## config.mk

```make
export PLATFORM = sky130hd
export DESIGN_NAME = pc_gen_flat
export DESIGN_NICKNAME = d
export VERILOG_FILES = /design/src/rtl/pc_pkg.sv /design/src/rtl/pc_gen_if.sv /design/src/rtl/pc_redirect_arb.sv /design/src/rtl/pc_gen.sv /design/src/flat_wrapper.sv
export SDC_FILE = /design/constraint.sdc
export NUM_CORES = 1
export LEC_CHECK = 0
export BUFFER_PORTS_ARGS = -buffer_cell sky130_fd_sc_hd__buf_2
export CAP_MARGIN = 20
export CORE_UTILIZATION = 53
export CTS_BUF_LIST = sky130_fd_sc_hd__clkbuf_4 sky130_fd_sc_hd__clkbuf_8 sky130_fd_sc_hd__clkbuf_16
export CTS_CLUSTER_SIZE = 28
export DETAILED_ROUTE_END_ITERATION = 10
export PLACE_DENSITY_LB_ADDON = 0.25
export SETUP_SLACK_MARGIN = 0.1
export SKIP_LAST_GASP = 1
export SLEW_MARGIN = 20
export SYNTH_ARGS = -nofsm -noshare
export SYNTH_HDL_FRONTEND = slang
export SYNTH_SLANG_ARGS = --single-unit
```

## constraint.sdc

```tcl
create_clock -name clk -period 3.7 [get_ports clk]
set_clock_uncertainty 0.05 [all_clocks]
set_input_delay 0.37 -clock clk [delete_from_list [all_inputs] [get_ports clk]]
set_output_delay 0.37 -clock clk [all_outputs]
set_load 0.005 [all_outputs]
```

## src/rtl/pc_pkg.sv

```systemverilog
// Shared types and default vectors for the fetch PC generator.
package pc_pkg;

   typedef enum logic {
      RUN  = 1'b0,
      PEND = 1'b1
   } pc_state_e;

   // Winning redirect source, lowest to highest priority.
   typedef enum logic [1:0] {
      SEQ  = 2'd0,
      BR   = 2'd1,
      ERET = 2'd2,
      EXC  = 2'd3
   } redir_sel_e;

   localparam int          PC_WIDTH_DEF  = 32;
   localparam logic [31:0] RESET_VEC_DEF = 32'h0000_0000;
   localparam logic [31:0] EXC_VEC_DEF   = 32'h0000_4180;
   localparam int          PC_INC_DEF    = 4;

endpackage

```

## src/rtl/pc_gen_if.sv

```systemverilog
// Request/response bundle between the fetch control logic and pc_gen.
// pc_misalign exists only when PC_ALIGN_CHECK_EN is defined.
interface pc_gen_if #(
   parameter int WIDTH = 32
);
   logic             en;
   logic             br_valid;
   logic [WIDTH-1:0] br_target;
   logic             eret_req;
   logic [WIDTH-1:0] epc;
   logic             exc_req;
   logic [WIDTH-1:0] pc;
   logic [WIDTH-1:0] pc_inc;
   logic             redir_pend;
`ifdef PC_ALIGN_CHECK_EN
   logic             pc_misalign;

   modport master (
      output en, br_valid, br_target, eret_req, epc, exc_req,
      input  pc, pc_inc, redir_pend, pc_misalign
   );
   modport slave (
      input  en, br_valid, br_target, eret_req, epc, exc_req,
      output pc, pc_inc, redir_pend, pc_misalign
   );
`else
   modport master (
      output en, br_valid, br_target, eret_req, epc, exc_req,
      input  pc, pc_inc, redir_pend
   );
   modport slave (
      input  en, br_valid, br_target, eret_req, epc, exc_req,
      output pc, pc_inc, redir_pend
   );
`endif
endinterface

```

## src/rtl/pc_redirect_arb.sv

```systemverilog
// Fixed-priority redirect select: exc > eret > branch > fall-through.
// The fall-through target is supplied by the caller (pc_inc or a pending target).
module pc_redirect_arb
   import pc_pkg::*;
#(
   parameter int               WIDTH   = PC_WIDTH_DEF,
   parameter logic [WIDTH-1:0] EXC_VEC = WIDTH'(EXC_VEC_DEF)
) (
   input  logic             exc_req_i,
   input  logic             eret_req_i,
   input  logic             br_valid_i,
   input  logic [WIDTH-1:0] epc_i,
   input  logic [WIDTH-1:0] br_target_i,
   input  logic [WIDTH-1:0] fall_tgt_i,
   output redir_sel_e       sel_o,
   output logic [WIDTH-1:0] tgt_o
);

   always_comb begin
      sel_o = SEQ;
      tgt_o = fall_tgt_i;
      if (exc_req_i) begin
         sel_o = EXC;
         tgt_o = EXC_VEC;
      end else if (eret_req_i) begin
         sel_o = ERET;
         tgt_o = epc_i;
      end else if (br_valid_i) begin
         sel_o = BR;
         tgt_o = br_target_i;
      end
   end

endmodule

```

## src/rtl/pc_gen.sv

```systemverilog
// Fetch PC register with stall-tolerant redirect capture (RUN/PEND FSM).
// Optional misalignment flag built when PC_ALIGN_CHECK_EN is defined.
module pc_gen
   import pc_pkg::*;
#(
   parameter int               WIDTH     = PC_WIDTH_DEF,
   parameter logic [WIDTH-1:0] RESET_VEC = WIDTH'(RESET_VEC_DEF),
   parameter logic [WIDTH-1:0] EXC_VEC   = WIDTH'(EXC_VEC_DEF),
   parameter int               INC       = PC_INC_DEF
) (
   input  logic     clk,
   input  logic     reset,
   pc_gen_if.slave  bus
);

   pc_state_e        state_q, state_d;
   logic [WIDTH-1:0] pc_q, pc_d;
   logic [WIDTH-1:0] pend_q, pend_d;
   logic [WIDTH-1:0] pc_inc;
   logic [WIDTH-1:0] fall_tgt;
   redir_sel_e       sel;
   logic [WIDTH-1:0] tgt;

   assign pc_inc   = pc_q + WIDTH'(INC);
   // With no new request, a held redirect takes the place of the sequential PC.
   assign fall_tgt = (state_q == PEND) ? pend_q : pc_inc;

   pc_redirect_arb #(
      .WIDTH   (WIDTH),
      .EXC_VEC (EXC_VEC)
   ) u_arb (
      .exc_req_i   (bus.exc_req),
      .eret_req_i  (bus.eret_req),
      .br_valid_i  (bus.br_valid),
      .epc_i       (bus.epc),
      .br_target_i (bus.br_target),
      .fall_tgt_i  (fall_tgt),
      .sel_o       (sel),
      .tgt_o       (tgt)
   );

   always_comb begin
      state_d = state_q;
      pc_d    = pc_q;
      pend_d  = pend_q;
      if (sel == EXC) begin
         pc_d    = tgt;
         pend_d  = '0;
         state_d = RUN;
      end else begin
         case (state_q)
            RUN: begin
               if (bus.en) begin
                  pc_d = tgt;
               end else if (sel != SEQ) begin
                  pend_d  = tgt;
                  state_d = PEND;
               end
            end
            PEND: begin
               if (bus.en) begin
                  pc_d    = tgt;
                  pend_d  = '0;
                  state_d = RUN;
               end else if (sel != SEQ) begin
                  pend_d = tgt;
               end
            end
            default: state_d = RUN;
         endcase
      end
   end

   always_ff @(posedge clk or negedge reset) begin
      if (!reset) begin
         state_q <= RUN;
         pc_q    <= RESET_VEC;
         pend_q  <= '0;
      end else begin
         state_q <= state_d;
         pc_q    <= pc_d;
         pend_q  <= pend_d;
      end
   end

   assign bus.pc         = pc_q;
   assign bus.pc_inc     = pc_inc;
   assign bus.redir_pend = (state_q == PEND);

`ifdef PC_ALIGN_CHECK_EN
   logic misalign_q, misalign_d;

   // Registered alongside pc so the flag describes the PC currently presented.
   assign misalign_d = |pc_d[1:0];

   always_ff @(posedge clk or negedge reset) begin
      if (!reset) misalign_q <= 1'b0;
      else        misalign_q <= misalign_d;
   end

   assign bus.pc_misalign = misalign_q;
`endif

endmodule

```

## src/flat_wrapper.sv

```systemverilog
// flat-port wrapper written by rule: the top's interface ports become plain ports
module pc_gen_flat import pc_pkg::*;
#(
   parameter int               WIDTH     = PC_WIDTH_DEF,
   parameter logic [WIDTH-1:0] RESET_VEC = WIDTH'(RESET_VEC_DEF),
   parameter logic [WIDTH-1:0] EXC_VEC   = WIDTH'(EXC_VEC_DEF),
   parameter int               INC       = PC_INC_DEF
)
  (clk, reset, bus_en, bus_br_valid, bus_br_target, bus_eret_req, bus_epc, bus_exc_req, bus_pc, bus_pc_inc, bus_redir_pend);
  pc_gen_if #(.WIDTH(WIDTH)) bus_i ();
  input  logic clk;
  input  logic reset;
  input wire logic [$bits(bus_i.en)-1:0] bus_en;
  input wire logic [$bits(bus_i.br_valid)-1:0] bus_br_valid;
  input wire logic [$bits(bus_i.br_target)-1:0] bus_br_target;
  input wire logic [$bits(bus_i.eret_req)-1:0] bus_eret_req;
  input wire logic [$bits(bus_i.epc)-1:0] bus_epc;
  input wire logic [$bits(bus_i.exc_req)-1:0] bus_exc_req;
  output wire logic [$bits(bus_i.pc)-1:0] bus_pc;
  output wire logic [$bits(bus_i.pc_inc)-1:0] bus_pc_inc;
  output wire logic [$bits(bus_i.redir_pend)-1:0] bus_redir_pend;
  assign bus_i.en = bus_en;
  assign bus_i.br_valid = bus_br_valid;
  assign bus_i.br_target = bus_br_target;
  assign bus_i.eret_req = bus_eret_req;
  assign bus_i.epc = bus_epc;
  assign bus_i.exc_req = bus_exc_req;
  assign bus_pc = bus_i.pc;
  assign bus_pc_inc = bus_i.pc_inc;
  assign bus_redir_pend = bus_i.redir_pend;
  pc_gen #(.WIDTH(WIDTH), .RESET_VEC(RESET_VEC), .EXC_VEC(EXC_VEC), .INC(INC)) u_core (.clk(clk), .reset(reset), .bus(bus_i));
endmodule
```

; ---- Word-level counts from Yosys, hierarchy flattened
; Cells that the tools add are included.
[word_totals]
regBits = 65
out_inout_bits = 65
input_bits = 70
word_cells = 28
[op_classes]
reduce_logical = 2
muxes = 19
bitwise_logic = 1
n_eq_ne = 2
addsub = 1
[ops]
columns = operator, count
row1 = 32-bit two-way mux, 10
row2 = 32-bit one-hot mux with 2 select lines, 1
row3 = "32-bit by 3-bit adder with 32-bit output, second input constant", 1
row4 = 1-bit two-way mux, 5
row5 = 2-bit two-way mux, 2
row6 = 2-bit nonzero test, 2
row7 = "3-bit by 2-bit inequality test with 1-bit output, second input constant", 1
row8 = "2-bit equality test, second input constant", 1
row9 = 1-bit one-hot mux with 2 select lines, 1
row10 = 1-bit NOT, 1

; ---- Logic depth before layout (Yosys ltp)
; Gate-level depths: netlist of run 1.
[logic_depth]
word_depth = 9
ltp_mapped = 8
ltp_nobuf = 7

; ---- Cells and area by module
; A second synthesis of run 1 with hierarchy kept.
[hier_totals]
hier_cells = 437
hier_area_um2 = 4444.3
[by_module_without_submodules]
columns = mod, n_inst, area_per_inst_um2, seq_area_each_um2, cells_each
row1 = pc_gen, 1, 3568.4, 1626.6, 326
row2 = pc_redirect_arb, 1, 875.8, 0.0, 111

; ---- Worst setup path after synthesis of run 1
; OpenSTA, ideal clock, no wires.
[synth_path]
path_kind = register -> register
startpoint = reg u_core.pc_q[2] (netlist: u_core.bus.pc[2])
endpoint = reg u_core.pend_q[30]
t_required_ns = 3.524
period_less_slack_ns = 2.092
n_path_buf = 0
setup_time_ns = 0.126
t_arrival_ns = 1.916
path_slack_ns = 1.608
path_stages_with_launch = 8
cell_sequence = dfrtp_1 ha_1 nand2_1 nor4_4 nand4b_1 xnor2_1 o21a_1 a221o_1
[synth_between]
elab_chain_len = 9
elab_cells_between_ends = 10
cone_classes = 1 x add/sub / 9 x mux
[synth_lines]
columns = item, line
row1 = "start, declared", pc_gen.sv:17  ; logic [WIDTH-1:0] pc_q, pc_d;
row2 = "start signal, assigned", pc_gen.sv:81  ; pc_q <= pc_d;
row3 = 32-bit by 3-bit adder with 32-bit output *, pc_gen.sv:24  ; assign pc_inc = pc_q + WIDTH'(INC);
row4 = named net bus_pc_inc[30], flat_wrapper.sv:20  ; output wire logic [$bits(bus_i.pc_inc)-1:0] bus_pc_inc;
row5 = 32-bit two-way mux *, pc_gen.sv:26  ; assign fall_tgt = (state_q == PEND) ? pend_q : pc_inc;
row6 = 32-bit two-way mux *, pc_redirect_arb.sv:28  ; end else if (br_valid_i) begin
row7 = 32-bit two-way mux *, pc_redirect_arb.sv:25  ; end else if (eret_req_i) begin
row8 = 32-bit two-way mux *, pc_redirect_arb.sv:22  ; if (exc_req_i) begin
row9 = 32-bit two-way mux *, "pc_gen.sv:55, pc_gen.sv:65"
row10 = 32-bit two-way mux (on tied branches), "pc_gen.sv:61, pc_gen.sv:53"
row11 = 32-bit one-hot mux with 2 select lines *, pc_gen.sv:51  ; case (state_q)
row12 = 32-bit two-way mux *, pc_gen.sv:46  ; if (sel == EXC) begin
row13 = "end signal, assigned", pc_gen.sv:82  ; pend_q <= pend_d;
row14 = "end, declared", pc_gen.sv:18  ; logic [WIDTH-1:0] pend_q, pend_d;
; Mark *: on every way through the listed nets, which the timed path passes. The rest lies on a longest branch. The select of a mux whose other input is x is not followed.
; A chain may end at the register's enable or synchronous reset.

; ---- Worst setup path in the final report of run 1
[layout_path]
startpoint = reg u_core.pc_q[10] (netlist: u_core.bus.pc[10])
endpoint = out bus_pc_inc[23]
[layout_between]
elab_chain_len = 1
[layout_lines]
columns = item, line
row1 = 32-bit by 3-bit adder with 32-bit output, pc_gen.sv:24
row2 = "end, declared", flat_wrapper.sv:20
; Every way passes these cells.

==> results of run 1 <==
[layout make-up]
cell class                      count  area [um^2]
Sequential cell                    65         1630
Clock inverter                      6         82.6
Multi-Input combinational cell    387         2450
Tap cell                          102          128
Fill cell                         662         2530
Clock buffer                       10          131
Inverter                            7         26.3
Timing Repair Buffer              145          756
[worst max-delay path: stages, from the launching register on]
cell	delay, ns
dfrtp_1	0.54
nand4_4	0.20
nor4_4	0.70
nand2_1	0.25
nor2_1	0.21
xor2_1	0.15
buf_2	0.12
[metrics by stage]
stage          std cells  util (%)  cell area (um^2)  hold slack (ns)
3_3_place_gp         705      64.4              4970            0.359
3_5_place_dp         705      64.4              4970            0.364
5_1_grt              722      67.3              5200            0.221
2_1_floorplan        497         -              4250           0.0244
6_report             722      67.3              5200            0.225
4_1_cts              722      67.3              5200            0.214
[synth_stat cells (6+ instances only)]
master,number,share of area [%]
dfrtp_1,65,38
nor2_1,45,4.0
a221oi_1,10,2.1
nand3_1,15,1.8
a211oi_1,6,1.1
o21ai_0,46,5.4
nor3_1,16,1.9
nand4_1,6,0.88
a31oi_1,6,0.88
a22o_1,8,1.6
nand2_1,54,4.8
and3_1,13,1.9
clkbuf_1,31,2.7
mux2i_1,17,4.0
nor3b_1,8,1.4
xor2_1,6,1.2
a21oi_1,26,3.1
a22oi_1,8,1.4
nand2b_1,6,0.88
xnor2_1,20,4.1
[sequential cells by signal, indices dropped and copies added (netlist names)]
signal,flops
u_core.bus.redir_pend,1
u_core.bus.pc,32
u_core.pend_q,32
[cells in the final DEF (no fill, tap or decap), types with 5 or more instances in the layout]
| cell | netlist | final |
|---|---|---|
| a22oi_1 | 8 | 8 |
| buf_4 | 2 | 10 |
| buf_2 | 1 | 134 |
| and3_1 | 13 | 13 |
| a21oi_1 | 26 | 26 |
| a32oi_1 | 5 | 5 |
| xnor2_1 | 20 | 20 |
| nor3b_1 | 8 | 8 |
| o31ai_1 | 5 | 5 |
| clkbuf_8 | 0 | 9 |
| a221oi_1 | 10 | 10 |
| a31oi_1 | 6 | 6 |
| mux2i_1 | 17 | 17 |
| nand2b_1 | 6 | 6 |
| nor3_1 | 16 | 16 |
| nand4_1 | 6 | 6 |
| dfrtp_1 | 65 | 65 |
| nand3_1 | 15 | 15 |
| nand2_1 | 54 | 54 |
| a22o_1 | 8 | 8 |
| a211oi_1 | 6 | 6 |
| nor2_1 | 45 | 44 |
| xor2_1 | 6 | 6 |
| o21ai_0 | 46 | 46 |
[report_power, final]
group	internal (mW)	switching, mW
sequential	0.755	0.0644
clock	0.384	0.291
combinational	0.158	0.223
[cells by family (layout without fill, tap and decap cells)]
family,Yosys count,in the layout,share of synthesized area [%]
simple gates,181,181,22.2
compound gates,161,161,25.3
flops,65,65,38.3
buf+inv,45,168,4.18
xor+xnor,27,27,5.74
mux,17,17,4.00
fa+ha+maj,1,1,0.294
[per-layer routing]
metal | track usage (%) | vias to the layer above | share of wire (%) | wire length (um)
li1 | - | 2070 | - | -
met1 | 49.8 | 2218 | 40 | 5840
met2 | 54.9 | 344 | 46 | 6730
met3 | 7.71 | 32 | 12 | 1680
met4 | 12.3 | 0 | 2.1 | 306
met5 | 0 | - | 0 | 0
[how the worst max path moves through the flow]
stage	from	to	slack [ns]	cells past startpoint
finish	u_core.bus.pc[10]$_DFFE_PN0P_	bus_pc_inc[23]	0.76	6
global route	u_core.bus.pc[4]$_DFFE_PN0P_	bus_pc_inc[23]	0.63	6
CTS	u_core.bus.pc[4]$_DFFE_PN0P_	bus_pc_inc[23]	0.81	6
detailed placement	bus_en	u_core.bus.pc[15]$_DFFE_PN0P_	0.91	7
global placement	bus_en	u_core.bus.pc[16]$_DFFE_PN0P_	1.06	5
floorplan	u_core.bus.pc[2]$_DFFE_PN0P_	u_core.pend_q[30]$_DFFE_PN0P_	1.61	7
==> reports/metrics.cfg, run 1 <==
[grt]
grt_pass1_vias = 4547
grt_usage_pct = 35.7
grt_pass1_wl_mm = 23.1
grt-ovfl-total = 0
antenna_found_initial = 0
grt_max_degree = 43

[cts]
cts.path.max_buffers = 2
numCtsBuffers = 9
cts.sinks = 65
clkTransAtPathRegs_ns = 0.08
cts_resized = 0
ctsHoldBuffers = 1
post_cts_buffers = 0
cts_tree = done
h-tree-depth = 3
clk_latency_ns = 0.34
clock-root-buffer = clkbuf_8

[yosys]
syn_nets = 568
synth_seq_cells = 65
avgSynthCellArea_um2 = 8.55
synth_cell_types = 56
ys_warn_count = 0
synthCells = 497
synth_edf_count = 0
async_flop_share_pct = 100
yosysSeqAreaShare_pct = 38.3
netlist_area_um2 = 4250
yosys_most_used_dff = dfrtp_1

[route]
vias = 4664
drt-vias-per-instance = 6.46
dr.pass1.iters = 5
drtAntennaViolNets = 0
routedWlPerCell_um = 20.1
wl_mm = 14.5
drc = 0
first_iter_violations = 493

[setup_path]
r2r_end = u_core.pend_q[6]$_DFFE_PN0P_
arrival_ns = 2.52
end_kind = primary output
path_max_fanout = 9
crit_type = flop to primary output
regToRegStartpoint = u_core.bus.redir_pend$_DFF_PN0_
ff2ff_setup_slack_ns = 1.10
r2r_cells = 7
cp-start-kind = flop
worstPathRequired_ns = 3.28

[hold_path]
min_path_cells = 3
worstHoldStart = bus_epc[9]
holdCritPathClass = primary input to flop
whs_endpoint = u_core.pend_q[9]$_DFFE_PN0P_

[final_layout]
antenna_cells = 0
drive_gt1_share_pct = 28.4
area_delta_synth_final_pct = 22.3
nets = 686

[floorplan]
die_area_um2 = 8380
die_height_um = 91.6
die_x_um = 91.6
ioPinCount = 135
rows = 32
core_area_um2 = 7730
start_util_pct = 55.0

[sta]
setup-violations-final = 0
rsz0062_at_grt = false
min_period_over_period_pct = 79.4
slew_violations = 0
fmax_mhz = 340
worst_pin_slew_ns = 1.08
hold_viol = 0
setup_slack_ns = 0.763
layout_min_cycle_time_ns = 2.94
tns_ns = 0
maxSlewHeadroom_pct = 27.7

[place]
gp_congestion = 0.845
dp_hpwl_mm = 9.95
preCtsSetupSlack_ns = 0.908
port_buffers = 134

[power_and_ir_drop]
ir_drop_mv = 0.165
powerDensity_nw_per_um2 = 361
power_mw = 1.87
p_leak_nw = 2.48

[run_status]
outcome = complete, no violations

[job]
drv_cap = 0

Power figures use the tool's default switching activity.
==> run 2: changes to the inputs <==
Settings changed: ABC_AREA set to 1, CORE_UTILIZATION 53 to 48.
Clock period 3.7 ns to 2.55 ns, I/O delays scaled along.
==> reports/metrics.cfg, run 2 <==
[route]
wl_mm = 15.7  ; +8.2%
vias = 5373  ; +15%
drtAntennaViolNets = 0  ; unchanged
drt-vias-per-instance = 5.25  ; -19%
drc = 0  ; unchanged
dr.pass1.iters = 5  ; unchanged
first_iter_violations = 548  ; +11%
routedWlPerCell_um = 15.4  ; -24%

[setup_path]
arrival_ns = 2.03  ; -0.49 ns
path_max_fanout = 6  ; -3
r2r_cells = 10  ; +3
end_kind = primary output
crit_type = flop to primary output
r2r_end = u_core.bus.pc[10]$_DFFE_PN0P_
cp-start-kind = flop
regToRegStartpoint = u_core.bus.pc[2]$_DFFE_PN0P_
worstPathRequired_ns = 2.25  ; -1.03 ns
ff2ff_setup_slack_ns = 0.38  ; -0.72 ns

[sta]
layout_min_cycle_time_ns = 2.34
rsz0062_at_grt = false
slew_violations = 0  ; unchanged
fmax_mhz = 428
min_period_over_period_pct = 91.7
tns_ns = 0  ; unchanged
hold_viol = 0  ; unchanged
maxSlewHeadroom_pct = 63.0  ; +35 points
worst_pin_slew_ns = 0.551  ; -0.534 ns
setup-violations-final = 0  ; unchanged
whs_ns = 0.160  ; -0.0643 ns

[grt]
grt_usage_pct = 32.6  ; -3.1 points
grt_pass1_vias = 4786  ; +5.3%
grt-ovfl-total = 0  ; unchanged
antenna_found_initial = 0  ; unchanged
grt_pass1_wl_mm = 25.1  ; +8.6%
grt_max_degree = 38  ; -12%

[yosys]
syn_nets = 833  ; +47%
synth_area_leaders = dfrtp_1 35%, nand2_1 25%, nor2_1 7.3%
synth_top_family_by_area = simple AND/OR/NAND/NOR gates
netlist_area_um2 = 4700  ; +11%
synth_seq_cells = 65  ; unchanged
yosys.area_share.simple_pct = 42.7  ; +20 points
avgSynthCellArea_um2 = 6.17  ; -28%
synthCells = 762  ; +53%
synth_edf_count = 0  ; unchanged
synth_cell_types = 33  ; -41%
synth_xor_area_share_pct = 0.931  ; -4.8 points
async_flop_share_pct = 100  ; unchanged
synth_top_cell_by_area = dfrtp_1
synth_top_area_share_pct = 34.6  ; -3.7 points
ys_warn_count = 0  ; unchanged
ys_top_cells_by_count = 314 x nand2_1, 92 x nor2_1, 66 x inv_1
synthAdderAreaFrac_pct = 0.266  ; -0.028 points
yosys_most_used_dff = dfrtp_1
synth_compound_area_share_pct = 12.5  ; -13 points
yosysSeqAreaShare_pct = 34.6  ; -3.7 points
synth.most_common_cell = nand2_1
synth_mux_area_share_pct = 0  ; -4.0 points

[final_layout]
drive_gt1_share_pct = 21.0  ; -7.4 points
area_delta_synth_final_pct = 22.3  ; about the same
antenna_cells = 0  ; unchanged
nets = 961  ; +40%
fin_cells = 1024  ; +42%
final_common_cell = nand2_1
layout_common_cells = 314 x nand2_1, 134 x buf_2, 92 x nor2_1
fillCellCount = 926  ; +40%

[cts]
clk_latency_ns = 0.34  ; about the same
post_cts_buffers = 0  ; unchanged
cts_tree = done
cts.sinks = 65  ; unchanged
ctsHoldBuffers = 1  ; unchanged
h-tree-depth = 3  ; unchanged
cts_resized = 0  ; unchanged
clkTransAtPathRegs_ns = 0.08  ; about the same
numCtsBuffers = 9  ; unchanged
clock-root-buffer = clkbuf_8
cts.path.max_buffers = 2  ; unchanged

[floorplan]
ioPinCount = 135  ; unchanged
start_util_pct = 50.2  ; -4.8 points
die_height_um = 101  ; +10%
core_area_um2 = 9370  ; +21%
die_x_um = 101  ; +10%
rows = 35  ; +9.4%
die_area_um2 = 10200  ; +22%

[hold_path]
holdCritPathClass = primary input to flop
whs_endpoint = u_core.bus.pc[17]$_DFFE_PN0P_
worstHoldStart = bus_epc[17]
min_path_cells = 3  ; unchanged

[place]
place_inst = 1007  ; +43%
gp_congestion = 0.963  ; +14%
port_buffers = 134  ; unchanged
dp_hpwl_mm = 12.0  ; +21%

[power_and_ir_drop]
power_mw = 2.90  ; +55%
powerDensity_nw_per_um2 = 504  ; +40%
ir_drop_mv = 0.297  ; +80%
p_leak_nw = 3.16  ; +28%

[job]
drv_cap = 0  ; unchanged

[run_status]
outcome = complete, no violations

## run 2: changes by cell type in the layout (fill, tap and decap cells not counted), sizes merged, moves of 13 or more
cell and delta:
xnor2 -20, inv +67, nor3 -16, and2 +14, nor2 +59, o21ai -18, mux2i -17, and3 -13
nand2 +265, a21oi +13, nand3 +29
## run 2: worst max-delay path by stage
stage,from,endpoint,slack [ns]
detailed placement,u_core.bus.pc[2]$_DFFE_PN0P_,u_core.bus.pc[10]$_DFFE_PN0P_,0.44
finish,u_core.bus.pc[2]$_DFFE_PN0P_,bus_pc_inc[10],0.21
global route,u_core.bus.pc[2]$_DFFE_PN0P_,bus_pc_inc[10],0.12
floorplan,u_core.bus.pc[2]$_DFFE_PN0P_,u_core.bus.pc[14]$_DFFE_PN0P_,0.82
CTS,u_core.bus.pc[2]$_DFFE_PN0P_,bus_pc_inc[10],0.23
global placement,u_core.bus.pc[2]$_DFFE_PN0P_,u_core.bus.pc[10]$_DFFE_PN0P_,0.54
## run 2: area by class of cell
type	count	area (um^2)	share of cell area (%)
well taps	129	161	2.81
clock buffers	10	138	2.39
clock inverters	6	115	2.00
multi-input cells	594	2650	46.1
inverters	72	270	4.70
repair buffers	148	791	13.8
flip-flops and latches	65	1630	28.3
## run 2: worst max-delay path, cell delays in order, from the launching register on
cell	delay [ns]
dfrtp_1	0.46
ha_1	0.28
inv_1	0.09
nor2_2	0.19
nand2_1	0.15
xor2_1	0.32
inv_1	0.06
buf_2	0.13
## run 2: cells by family (layout without fill, tap and decap cells)
logic type | after synthesis | in the layout
buf+inv | 103 | 236
simple gates | 486 | 486
xor+xnor | 5 | 5
flops | 65 | 65
fa+ha+maj | 1 | 1
compound gates | 102 | 102
## run 2: through the flow
| step | area, um^2 | setup slack [ns] | util [%] |
|---|---|---|---|
| 3_3_place_gp | 5490 | 0.542 | 58.5 |
| 2_1_floorplan | 4700 | 0.819 | - |
| 6_report | 5750 | 0.212 | 61.3 |
| 3_5_place_dp | 5490 | 0.440 | 58.5 |
| 5_1_grt | 5750 | 0.118 | 61.3 |
| 4_1_cts | 5750 | 0.234 | 61.3 |
## run 2: metal layers
metal | GRT usage (%) | vias up | part of all wire (%)
met5 | 0 | - | 0
met3 | 5.06 | 20 | 9.7
met2 | 46.2 | 261 | 42
met1 | 51.1 | 2458 | 47
li1 | - | 2634 | -
met4 | 8.81 | 0 | 1.4
## run 2: power breakdown
part / leakage, nW / internal [mW] / switching (mW)
combinational: 2.18 / 0.230 / 0.370
clock: 0.123 / 0.679 / 0.423
sequential: 0.863 / 1.10 / 0.0966
